File: config.mk
export PLATFORM = sky130hd
export DESIGN_NAME = sprite_compositor_pipe
export DESIGN_NICKNAME = d
export VERILOG_FILES = /design/src/rtl/sprite_compositor_pipe.sv
export SDC_FILE = /design/constraint.sdc
export NUM_CORES = 2
export LEC_CHECK = 0
export CORE_MARGIN = 1
export CORE_UTILIZATION = 50
export CTS_BUF_LIST = sky130_fd_sc_hd__clkbuf_4
export DETAILED_ROUTE_END_ITERATION = 7
export PLACE_DENSITY_LB_ADDON = 0.2
export SLEW_MARGIN = 15
export SYNTH_ARGS = -nofsm -noshare
export SYNTH_HDL_FRONTEND = slang
export SYNTH_SLANG_ARGS = --single-unit
File: constraint.sdc
create_clock -name Clk -period 4.7 [get_ports Clk]
set_clock_uncertainty 0.05 [all_clocks]
set_input_delay 0.94 -clock Clk [delete_from_list [all_inputs] [get_ports Clk]]
set_output_delay 0.94 -clock Clk [all_outputs]
set_load 0.05 [all_outputs]
File: src/rtl/sprite_compositor_pipe.sv
// Pipelined sprite compositor for the VGA path.
// Stage 1 performs the hit tests against the frame-latched shadow positions and
// registers the sprite-ROM addresses. Stage 2 waits for the ROM colours while
// the hit flags travel alongside them. Stage 3 blends the colours with the
// transparency keys and accumulates per-frame player/object collisions.
module sprite_compositor_pipe #(
    parameter int          NUM_OBJ      = 24,
    parameter int          OBJ_W        = 20,
    parameter int          OBJ_H        = 20,
    parameter int          MAN_W        = 20,
    parameter int          MAN_H        = 20,
    parameter int          BAN_W        = 320,
    parameter int          BAN_H        = 64,
    parameter logic [11:0] SPR_KEY      = 12'hFFF,
    parameter logic [11:0] BAN_KEY      = 12'h000,
    parameter int          BLINK_FRAMES = 30
) (
    input  logic                      Clk,
    input  logic                      Reset_n,
    input  logic                      Frame_Start,
    input  logic                      Pix_Valid,
    input  logic [9:0]                DrawX,
    input  logic [9:0]                DrawY,
    input  logic [9:0]                ManX,
    input  logic [9:0]                ManY,
    input  logic [NUM_OBJ-1:0][9:0]   ObjX,
    input  logic [NUM_OBJ-1:0][9:0]   ObjY,
    input  logic [NUM_OBJ-1:0]        ObjEn,
    input  logic                      Dead,
    input  logic                      Win,
    input  logic [9:0]                BanX,
    input  logic [9:0]                BanY,
    output logic                      Obj_Hit,
    output logic [4:0]                Obj_Idx,
    output logic [4:0]                Obj_U,
    output logic [4:0]                Obj_V,
    output logic                      Man_Hit,
    output logic [4:0]                Man_U,
    output logic [4:0]                Man_V,
    output logic [1:0]                Ban_Sel,
    output logic [8:0]                Ban_U,
    output logic [5:0]                Ban_V,
    input  logic [11:0]               Obj_RGB,
    input  logic [11:0]               Man_RGB,
    input  logic [11:0]               Ban_RGB,
    input  logic [11:0]               Bkg_RGB,
    output logic [11:0]               RGB,
    output logic                      RGB_Valid,
    output logic                      Collide,
    output logic [4:0]                Collide_Idx
);

    localparam int unsigned BLK_TOP = (BLINK_FRAMES > 0) ? BLINK_FRAMES - 1 : 0;

    // Frame-latched copies of the scene description
    logic [9:0]               r_man_x, r_man_y, r_ban_x, r_ban_y;
    logic [NUM_OBJ-1:0][9:0]  r_obj_x, r_obj_y;
    logic [NUM_OBJ-1:0]       r_obj_en;
    logic                     r_dead, r_win;
    // Banner blink state
    logic [15:0]              r_blk_cnt;
    logic                     r_blk_hidden;
    // Pipeline side-band
    logic                     r1_valid, r1_ban_show;
    logic                     r2_valid, r2_ban_show, r2_man_hit, r2_obj_hit;
    logic [4:0]               r2_obj_idx;
    // Collision tracking within the current frame
    logic                     r_coll_sticky;
    logic [4:0]               r_coll_idx;

    logic                     w_obj_hit, w_man_hit, w_ban_in, w_coll;
    logic [4:0]               w_obj_idx, w_obj_u, w_obj_v;
    logic [1:0]               w_ban_sel;
    logic [11:0]              w_rgb;

    // Inclusive-low/exclusive-high span test done in 11 bits so that a sprite
    // placed near 1023 cannot wrap around and hit small coordinates
    function automatic logic in_span(input logic [9:0] p, input logic [9:0] o, input int w);
        return ({1'b0, p} >= {1'b0, o}) && ({1'b0, p} < ({1'b0, o} + 11'(w)));
    endfunction

    // Shadow latch and banner blink counter, both advanced by Frame_Start
    always_ff @(posedge Clk or negedge Reset_n) begin
        if (!Reset_n) begin
            r_man_x      <= '0;
            r_man_y      <= '0;
            r_ban_x      <= '0;
            r_ban_y      <= '0;
            r_obj_x      <= '0;
            r_obj_y      <= '0;
            r_obj_en     <= '0;
            r_dead       <= 1'b0;
            r_win        <= 1'b0;
            r_blk_cnt    <= '0;
            r_blk_hidden <= 1'b0;
        end else if (Frame_Start) begin
            r_man_x  <= ManX;
            r_man_y  <= ManY;
            r_ban_x  <= BanX;
            r_ban_y  <= BanY;
            r_obj_x  <= ObjX;
            r_obj_y  <= ObjY;
            r_obj_en <= ObjEn;
            r_dead   <= Dead;
            r_win    <= Win;
            // A frame is counted when it ends with a banner request active;
            // a request dropping to none restarts the cycle in the visible phase
            if (!(Dead || Win)) begin
                r_blk_cnt    <= '0;
                r_blk_hidden <= 1'b0;
            end else if ((r_dead || r_win) && (BLINK_FRAMES > 0)) begin
                if (r_blk_cnt == 16'(BLK_TOP)) begin
                    r_blk_cnt    <= '0;
                    r_blk_hidden <= ~r_blk_hidden;
                end else begin
                    r_blk_cnt <= r_blk_cnt + 16'd1;
                end
            end
        end
    end

    // Stage-1 hit tests; lowest enabled object index wins
    always_comb begin
        w_obj_hit = 1'b0;
        w_obj_idx = '0;
        w_obj_u   = '0;
        w_obj_v   = '0;
        for (int unsigned i = 0; i < NUM_OBJ; i++) begin
            if (!w_obj_hit && r_obj_en[i] &&
                in_span(DrawX, r_obj_x[i], OBJ_W) && in_span(DrawY, r_obj_y[i], OBJ_H)) begin
                w_obj_hit = 1'b1;
                w_obj_idx = 5'(i);
                w_obj_u   = 5'(DrawX - r_obj_x[i]);
                w_obj_v   = 5'(DrawY - r_obj_y[i]);
            end
        end
        w_man_hit = in_span(DrawX, r_man_x, MAN_W) && in_span(DrawY, r_man_y, MAN_H);
        w_ban_in  = in_span(DrawX, r_ban_x, BAN_W) && in_span(DrawY, r_ban_y, BAN_H);
        w_ban_sel = r_win ? 2'd2 : (r_dead ? 2'd1 : 2'd0);
    end

    // Stage-1 address registers
    always_ff @(posedge Clk or negedge Reset_n) begin
        if (!Reset_n) begin
            Obj_Hit     <= 1'b0;
            Obj_Idx     <= '0;
            Obj_U       <= '0;
            Obj_V       <= '0;
            Man_Hit     <= 1'b0;
            Man_U       <= '0;
            Man_V       <= '0;
            Ban_Sel     <= '0;
            Ban_U       <= '0;
            Ban_V       <= '0;
            r1_valid    <= 1'b0;
            r1_ban_show <= 1'b0;
        end else begin
            Obj_Hit     <= w_obj_hit;
            Obj_Idx     <= w_obj_idx;
            Obj_U       <= w_obj_u;
            Obj_V       <= w_obj_v;
            Man_Hit     <= w_man_hit;
            Man_U       <= 5'(DrawX - r_man_x);
            Man_V       <= 5'(DrawY - r_man_y);
            Ban_Sel     <= w_ban_sel;
            Ban_U       <= 9'(DrawX - r_ban_x);
            Ban_V       <= 6'(DrawY - r_ban_y);
            r1_valid    <= Pix_Valid;
            r1_ban_show <= w_ban_in && (w_ban_sel != 2'd0) && !r_blk_hidden;
        end
    end

    // Stage-2 delay of the hit flags so they line up with the ROM colours
    always_ff @(posedge Clk or negedge Reset_n) begin
        if (!Reset_n) begin
            r2_valid    <= 1'b0;
            r2_ban_show <= 1'b0;
            r2_man_hit  <= 1'b0;
            r2_obj_hit  <= 1'b0;
            r2_obj_idx  <= '0;
        end else begin
            r2_valid    <= r1_valid;
            r2_ban_show <= r1_ban_show;
            r2_man_hit  <= Man_Hit;
            r2_obj_hit  <= Obj_Hit;
            r2_obj_idx  <= Obj_Idx;
        end
    end

    // Stage-3 layer blend: a keyed pixel falls through to the layer beneath
    always_comb begin
        w_rgb = Bkg_RGB;
        if (!r2_valid)
            w_rgb = '0;
        else if (r2_ban_show && (Ban_RGB != BAN_KEY))
            w_rgb = Ban_RGB;
        else if (r2_man_hit && (Man_RGB != SPR_KEY))
            w_rgb = Man_RGB;
        else if (r2_obj_hit && (Obj_RGB != SPR_KEY))
            w_rgb = Obj_RGB;
        w_coll = r2_valid && r2_man_hit && (Man_RGB != SPR_KEY) &&
                 r2_obj_hit && (Obj_RGB != SPR_KEY);
    end

    // Stage-3 output registers
    always_ff @(posedge Clk or negedge Reset_n) begin
        if (!Reset_n) begin
            RGB       <= '0;
            RGB_Valid <= 1'b0;
        end else begin
            RGB       <= w_rgb;
            RGB_Valid <= r2_valid;
        end
    end

    // Collision report: publish at Frame_Start, then restart accumulation
    // with any overlap seen in that same cycle counted toward the new frame
    always_ff @(posedge Clk or negedge Reset_n) begin
        if (!Reset_n) begin
            Collide       <= 1'b0;
            Collide_Idx   <= '0;
            r_coll_sticky <= 1'b0;
            r_coll_idx    <= '0;
        end else if (Frame_Start) begin
            Collide       <= r_coll_sticky;
            Collide_Idx   <= r_coll_idx;
            r_coll_sticky <= w_coll;
            r_coll_idx    <= w_coll ? r2_obj_idx : 5'd0;
        end else if (w_coll && !r_coll_sticky) begin
            r_coll_sticky <= 1'b1;
            r_coll_idx    <= r2_obj_idx;
        end
    end

endmodule

* After elaboration in Yosys (flattened, before gate mapping) *
Cells that the tools add are included.
W data, S select, Z words.

word-level totals
  logic and storage cells = 574
  register bits = 643
  input port bits = 618
  output and inout bits = 63

cells by class
  equal/unequal tests = 5
  magnitude comparators = 104
  bitwise gates (word level) = 1
  add/sub/neg operators = 105
  mux-type cells = 112
  reductions and logical operators = 167

operator list
  operator                 count
  $lt A10 B11 Y1           52
  $add A10 B5 Y11 const B  50
  $ge A10 B10 Y1           52
  $mux W5                  73
  $sub A5 B5 Y5            50
  $logic_and A1 B1 Y1      135
  $mux W12                 4
  $mux W16                 3
  $mux W1                  31
  $logic_not A1 Y1         25
  $ne A12 B12 Y1 const B   2
  $add A16 B1 Y16 const B  1
  $eq A16 B5 Y1 const B    1
  $reduce_bool A12 Y1      1
  $add A10 B7 Y11 const B  1
  $add A10 B9 Y11 const B  1
  $sub A9 B9 Y9            1
  $sub A6 B6 Y6            1
  $ne A2 B1 Y1 const B     2
  $reduce_bool A2 Y1       2
  $reduce_and A3 Y1        1
  $logic_or A1 B1 Y1       2
  $mux W2                  1
  $reduce_and A2 Y1        1
  $not A1 Y1               1

* Logic depth before layout (Yosys ltp) *
  depth in word-level cells = 121
  gate-level depth with buffers = 21
  gate-level depth less buffers = 17

* Least setup slack after synthesis *
Ideal clock, no wire load.

  path type = input to register
  from = in DrawX[1]
  to = reg Obj_V[2]
  cell stages on the path = 15
  setup slack = -0.480 ns
  library setup time = 0.095 ns
  buffers on the path = 1
  required time = 4.555 ns
  data arrival time = 5.035 ns
  path through = inv_1 -> fa_1 -> nor2b_1 -> o31a_1 -> a2111oi_0 -> nor4_1 -> o311ai_2 -> nand4_4 -> nand3b_1 -> or4_1 -> buf_2 -> o21ba_1 -> a221oi_2 -> a21oi_1 -> o31ai_1

on the way
  cells in the longest elaborated chain, start to end = 120
  elaborated cells on any way between the ends = 213
  classes of those cells = order compare (48); mux (47); reduce/logical (118)

RTL lines
  item                                              RTL line  text
  start: declaration                                22        input logic [9:0] DrawX,
  $lt A10 B11 Y1 or $ge A10 B10 Y1 (tied branches)  79        return ({1'b0, p} >= {1'b0, o}) && ({1'b0, p} < ({1'b0, o} + 11'(w)));
  $logic_and A1 B1 Y1                               79
  $logic_and A1 B1 Y1                               129       if (!w_obj_hit && r_obj_en[i] &&
  $logic_and A1 B1 Y1                               130       in_span(DrawX, r_obj_x[i], OBJ_W) && in_span(DrawY, r_obj_y[i], OBJ_H)) begin
  $mux W1                                           129
  $logic_not A1 Y1                                  129
  $logic_and A1 B1 Y1 (2 in a row)                  129
  $logic_and A1 B1 Y1                               130
  [102 not listed]                                  -
  $logic_and A1 B1 Y1 (2 in a row)                  129
  $logic_and A1 B1 Y1                               130
  $mux W1                                           129
  $logic_not A1 Y1                                  129
  $logic_and A1 B1 Y1 (2 in a row)                  129
  $logic_and A1 B1 Y1                               130
  $mux W5 *                                         129
  via w_obj_v[2]                                    72        logic [4:0] w_obj_idx, w_obj_u, w_obj_v;
  end signal: assignment                            161       Obj_V <= w_obj_v;
  end: declaration                                  36        output logic [4:0] Obj_V,

Mark *: on every way through the listed nets, which the timed path passes. The rest lies on a longest branch.
A chain may end at the register's enable or synchronous reset.

* Worst setup path after layout *
  from = reg r_obj_y[42] in the netlist's numbering
  to = reg Obj_V[0]

on the way
  cells in the longest elaborated chain, start to end = 100
  elaborated cells on any way between the ends = 120
  classes of those cells = add/sub (1); order compare (2); mux (39); reduce/logical (78)

RTL lines
  item                              RTL line  text
  start: declaration                57        logic [NUM_OBJ-1:0][9:0] r_obj_x, r_obj_y;
  start signal: assignment          102       r_obj_y <= ObjY;
  $add A10 B5 Y11                   79
  $lt A10 B11 Y1                    79
  $logic_and A1 B1 Y1 *             79
  $logic_and A1 B1 Y1 *             130
  $mux W1                           129
  $logic_not A1 Y1                  129
  $logic_and A1 B1 Y1 (2 in a row)  129
  $logic_and A1 B1 Y1               130
  [82 not listed]                   -
  $logic_and A1 B1 Y1 (2 in a row)  129
  $logic_and A1 B1 Y1               130
  $mux W1                           129
  $logic_not A1 Y1                  129
  $logic_and A1 B1 Y1 (2 in a row)  129
  $logic_and A1 B1 Y1               130
  $mux W5 *                         129
  via w_obj_v[0]                    72

Marks and branches as above.

==> impl_metrics.yaml <==
worst_setup_path:
  crit_slowest_cell: "or4_1"
  crit_buf_inv: 3
  critical-path-top-delay-family: "compound AO/OA/AOI/OAI gates"
  worst-path-max-fanout: 6
  timing.rr.start: "r_obj_y[42]"
  critPathMaxStageDelay_ns: 0.56
  crit_path_start_kind: "register"
  end_kind: "register"
  r2r_end: "Obj_V[0]"
  rr_worst_depth: 17
  reg2reg_slack_ns: 0.03
  cp_cell_sequence: "ha_1 > o2111ai_2 > xnor2_1 > ha_1 > a211o_1 > nor4b_2 > buf_4 > a211oi_1 > buf_4 > nor4_4 > buf_4 > nor2_1 > o211a_1 > o32a_1 > or4_1 > a211o_1 > a31o_1"
  cp_data_arrival_time_ns: 5.72
  cp_common_cell: "buf_4"
  worst-setup-path-type: "register to register"
  cp.required_ns: 5.74
cells_and_area:
  areaGrowthSynthToFinish_pct: 29.3
  final_common_cell: "ha_1"
  drive_above_1_share_pct: 14.6
  fin_area_mm2: 0.0719
  multi_input_area_mm2: 0.0368
  final_util_pct: 65.6
  num-nets-final: 9323
  final_cell_mix: "ha_1 (982), o21ai_0 (742), clkdlybuf4s50_1 (660)"
  regArea_mm2: 0.0161
  fillers: 9368
hold_path:
  min_path_type: "primary input to register"
  worstHoldStart: "Pix_Valid"
  holdPathStages: 1
  whs_endpoint: "r1_valid"
clocking:
  cts_setup_buffers: 0
  root_buffer: "clkbuf_4"
  path_clk_slew_ns: 0.08
  cts_buffers: 188
  cts_tree: "done"
  clockBufferDepth: 3
  clk_latency_ns: 1.25
  cts.sinks: 643
  cts_max_level: 4
logic_synthesis:
  synth_nets: 7935
  synthesis.area_mm2: 0.0556
  synth-seq-cells: 643
  synth.distinct_cells: 95
  postSynthCellCount: 6283
  yosys_warnings: 0
  ys_seq_area_share_pct: 28.9
  syn_area_per_cell_um2: 8.85
  synth-async-reset-ratio_pct: 100
  ys.flop_type: "dfrtp_1"
  synth-edff-count: 0
placement:
  place.port_buffers: 680
  dp_hpwl_um: 170000
  globalplace.congestion: 1.05
  dpl_cell_area_mm2: 0.0693
floorplanning:
  fp.dieArea_mm2: 0.113
  core_area_mm2: 0.110
  die_h_um: 336
  die_w_um: 336
  num_rows: 121
  io_pins: 681
  initial_core_util_pct: 50.7
global_route:
  grt_use_total_pct: 36.9
  antenna_found_initial: 13
  grt_pass1_wl_um: 316000
  grt_pass1_vias: 53793
  grt_start_max_net_pins: 222
  grt_overflow: 0
sta:
  fin_crit_sh_pct: 99.5
  period_minus_slack_ns: 4.67
  fin_hold_ws_ns: 0.121
  hold_viol_final: 0
  slew_violations: 0
  max_slew_margin_pct: 32.7
  max_freq_ghz: 0.214
  setup_violations: 0
  tightest_slew_ns: 1.01
  rsz0062_at_grt: "true"
  tns_ns: 0
status:
  status: "completed"
power:
  power_density_mw_per_mm2: 299
  p_leak_nw: 34.2
  power_mw: 21.5
  peakVddDrop_uv: 322
job:
  drv_cap: 0
detailed_routing:
  wl_per_cell_um: 22.6
  drt_iter0_drc: 4279
  ant_nets: 0
  wirelength_um: 210000
  vias: 53831
  first_pass_iters: 6
  drc: 0
  vias_per_cell: 5.78
==> layer usage <==
metal / global-route usage (%) / wire length (µm) / part of all wire, %
met1: 48.7 / 89600 / 43
met2: 58.9 / 95300 / 45
met3: 6.01 / 15400 / 7.3
met4: 17.2 / 9880 / 4.7
met5: 0 / 51 / 0.024
==> through the flow <==
| step | worst slack (ns) | instances |
|---|---|---|
| finish | 0.0256 | 9307 |
| global route | -0.0759 | 9306 |
| CTS | 0.0177 | 9293 |
| detailed placement | -1.09 | 8956 |
| global placement | -1.04 | 8956 |
| floorplan | -0.200 | 6283 |
==> what timing repair did <==
action | CTS | global route
pin swaps | 1 | 4
gates resized for setup | 7 | 23
hold buffers | 1 | 0
endpoints found under the setup margin | 6 | 13
hold endpoints to repair | 77 | 0
==> report_power, final <==
| part | total (mW) | internal [mW] | switching (mW) |
|---|---|---|---|
| clock | 5.60 | 2.82 | 2.78 |
| combinational | 9.13 | 4.09 | 5.04 |
| sequential | 6.77 | 6.15 | 0.624 |
==> cell families (layout without fill, tap and decap cells) <==
| family | Yosys count | after routing | synth area share [%] |
|---|---|---|---|
| buffers and inverters | 784 | 2318 | 5.34 |
| AND/OR/NAND/NOR | 1493 | 1493 | 12.7 |
| other | 0 | 14 | 0 |
| flip-flops | 643 | 643 | 28.9 |
| XOR/XNOR | 450 | 450 | 7.09 |
| multiplexers | 110 | 110 | 2.18 |
| AO/OA/AOI/OAI | 1769 | 1769 | 19.8 |
| adder cells (fa/ha/maj) | 1034 | 1034 | 24.0 |
==> layout make-up <==
type,count,share of cell area (%)
multi-input cells,4856,51.1
flip-flops and latches,643,22.4
repair buffers,1352,17.2
inverters,630,3.30
clock buffers,272,2.84
well taps,1476,2.57
clock inverters,64,0.510
diodes,14,0.0487
==> worst max-delay path by stage <==
stage                      from  endpoint  slack [ns]  cells after the start
global placement       DrawY[0]  Obj_U[1]       -1.04                     19
global route        r_obj_y[42]  Obj_V[0]       -0.08                     17
floorplan              DrawY[1]  Obj_V[0]       -0.20                     14
finish              r_obj_y[42]  Obj_V[0]        0.03                     17
CTS                 r_obj_y[42]  Obj_V[1]        0.02                     20
detailed placement     DrawY[0]  Obj_U[1]       -1.09                     19
==> state kept, by name (all words and copies together) (netlist names), 5 cells and up <==
signal,flops
Man_V,5
Man_U,5
r_man_y,10
Obj_V,5
r_coll_idx,5
r_man_x,10
Ban_U,9
RGB,12
r_obj_x,240
Obj_Idx,5
Obj_U,5
r_obj_y,240
r_blk_cnt,16
r2_obj_idx,5
Collide_Idx,5
Ban_V,6
r_obj_en,24
r_ban_y,10
r_ban_x,10
==> synth_stat cells, types with 20 or more instances <==
| master | n | area, µm² |
|---|---|---|
| o21a_1 | 58 | 435 |
| nor2b_1 | 87 | 544 |
| a21o_1 | 97 | 728 |
| dfrtp_1 | 643 | 16100 |
| o221ai_1 | 25 | 219 |
| clkbuf_1 | 135 | 507 |
| inv_1 | 627 | 2350 |
| mux2i_1 | 22 | 220 |
| a211oi_1 | 77 | 578 |
| o21ai_1 | 20 | 100 |
| mux2_2 | 88 | 991 |
| a21oi_1 | 298 | 1490 |
| nor3_1 | 109 | 546 |
| o22ai_1 | 30 | 188 |
| nand2b_1 | 96 | 601 |
| nor2_1 | 273 | 1020 |
| and4_1 | 22 | 193 |
| xor2_1 | 102 | 893 |
| ha_1 | 982 | 12300 |
| a2111oi_0 | 22 | 193 |
| nand4_1 | 83 | 519 |
| a211o_1 | 31 | 272 |
| nand2_1 | 625 | 2350 |
| nor4_1 | 29 | 181 |
| fa_1 | 52 | 1040 |
| a31oi_1 | 38 | 238 |
| nand3_1 | 71 | 355 |
| o211ai_1 | 46 | 345 |
| xnor2_1 | 348 | 3050 |
| o2111ai_1 | 83 | 727 |
| o21ai_0 | 744 | 3720 |
(Power assumes the default switching activity.)
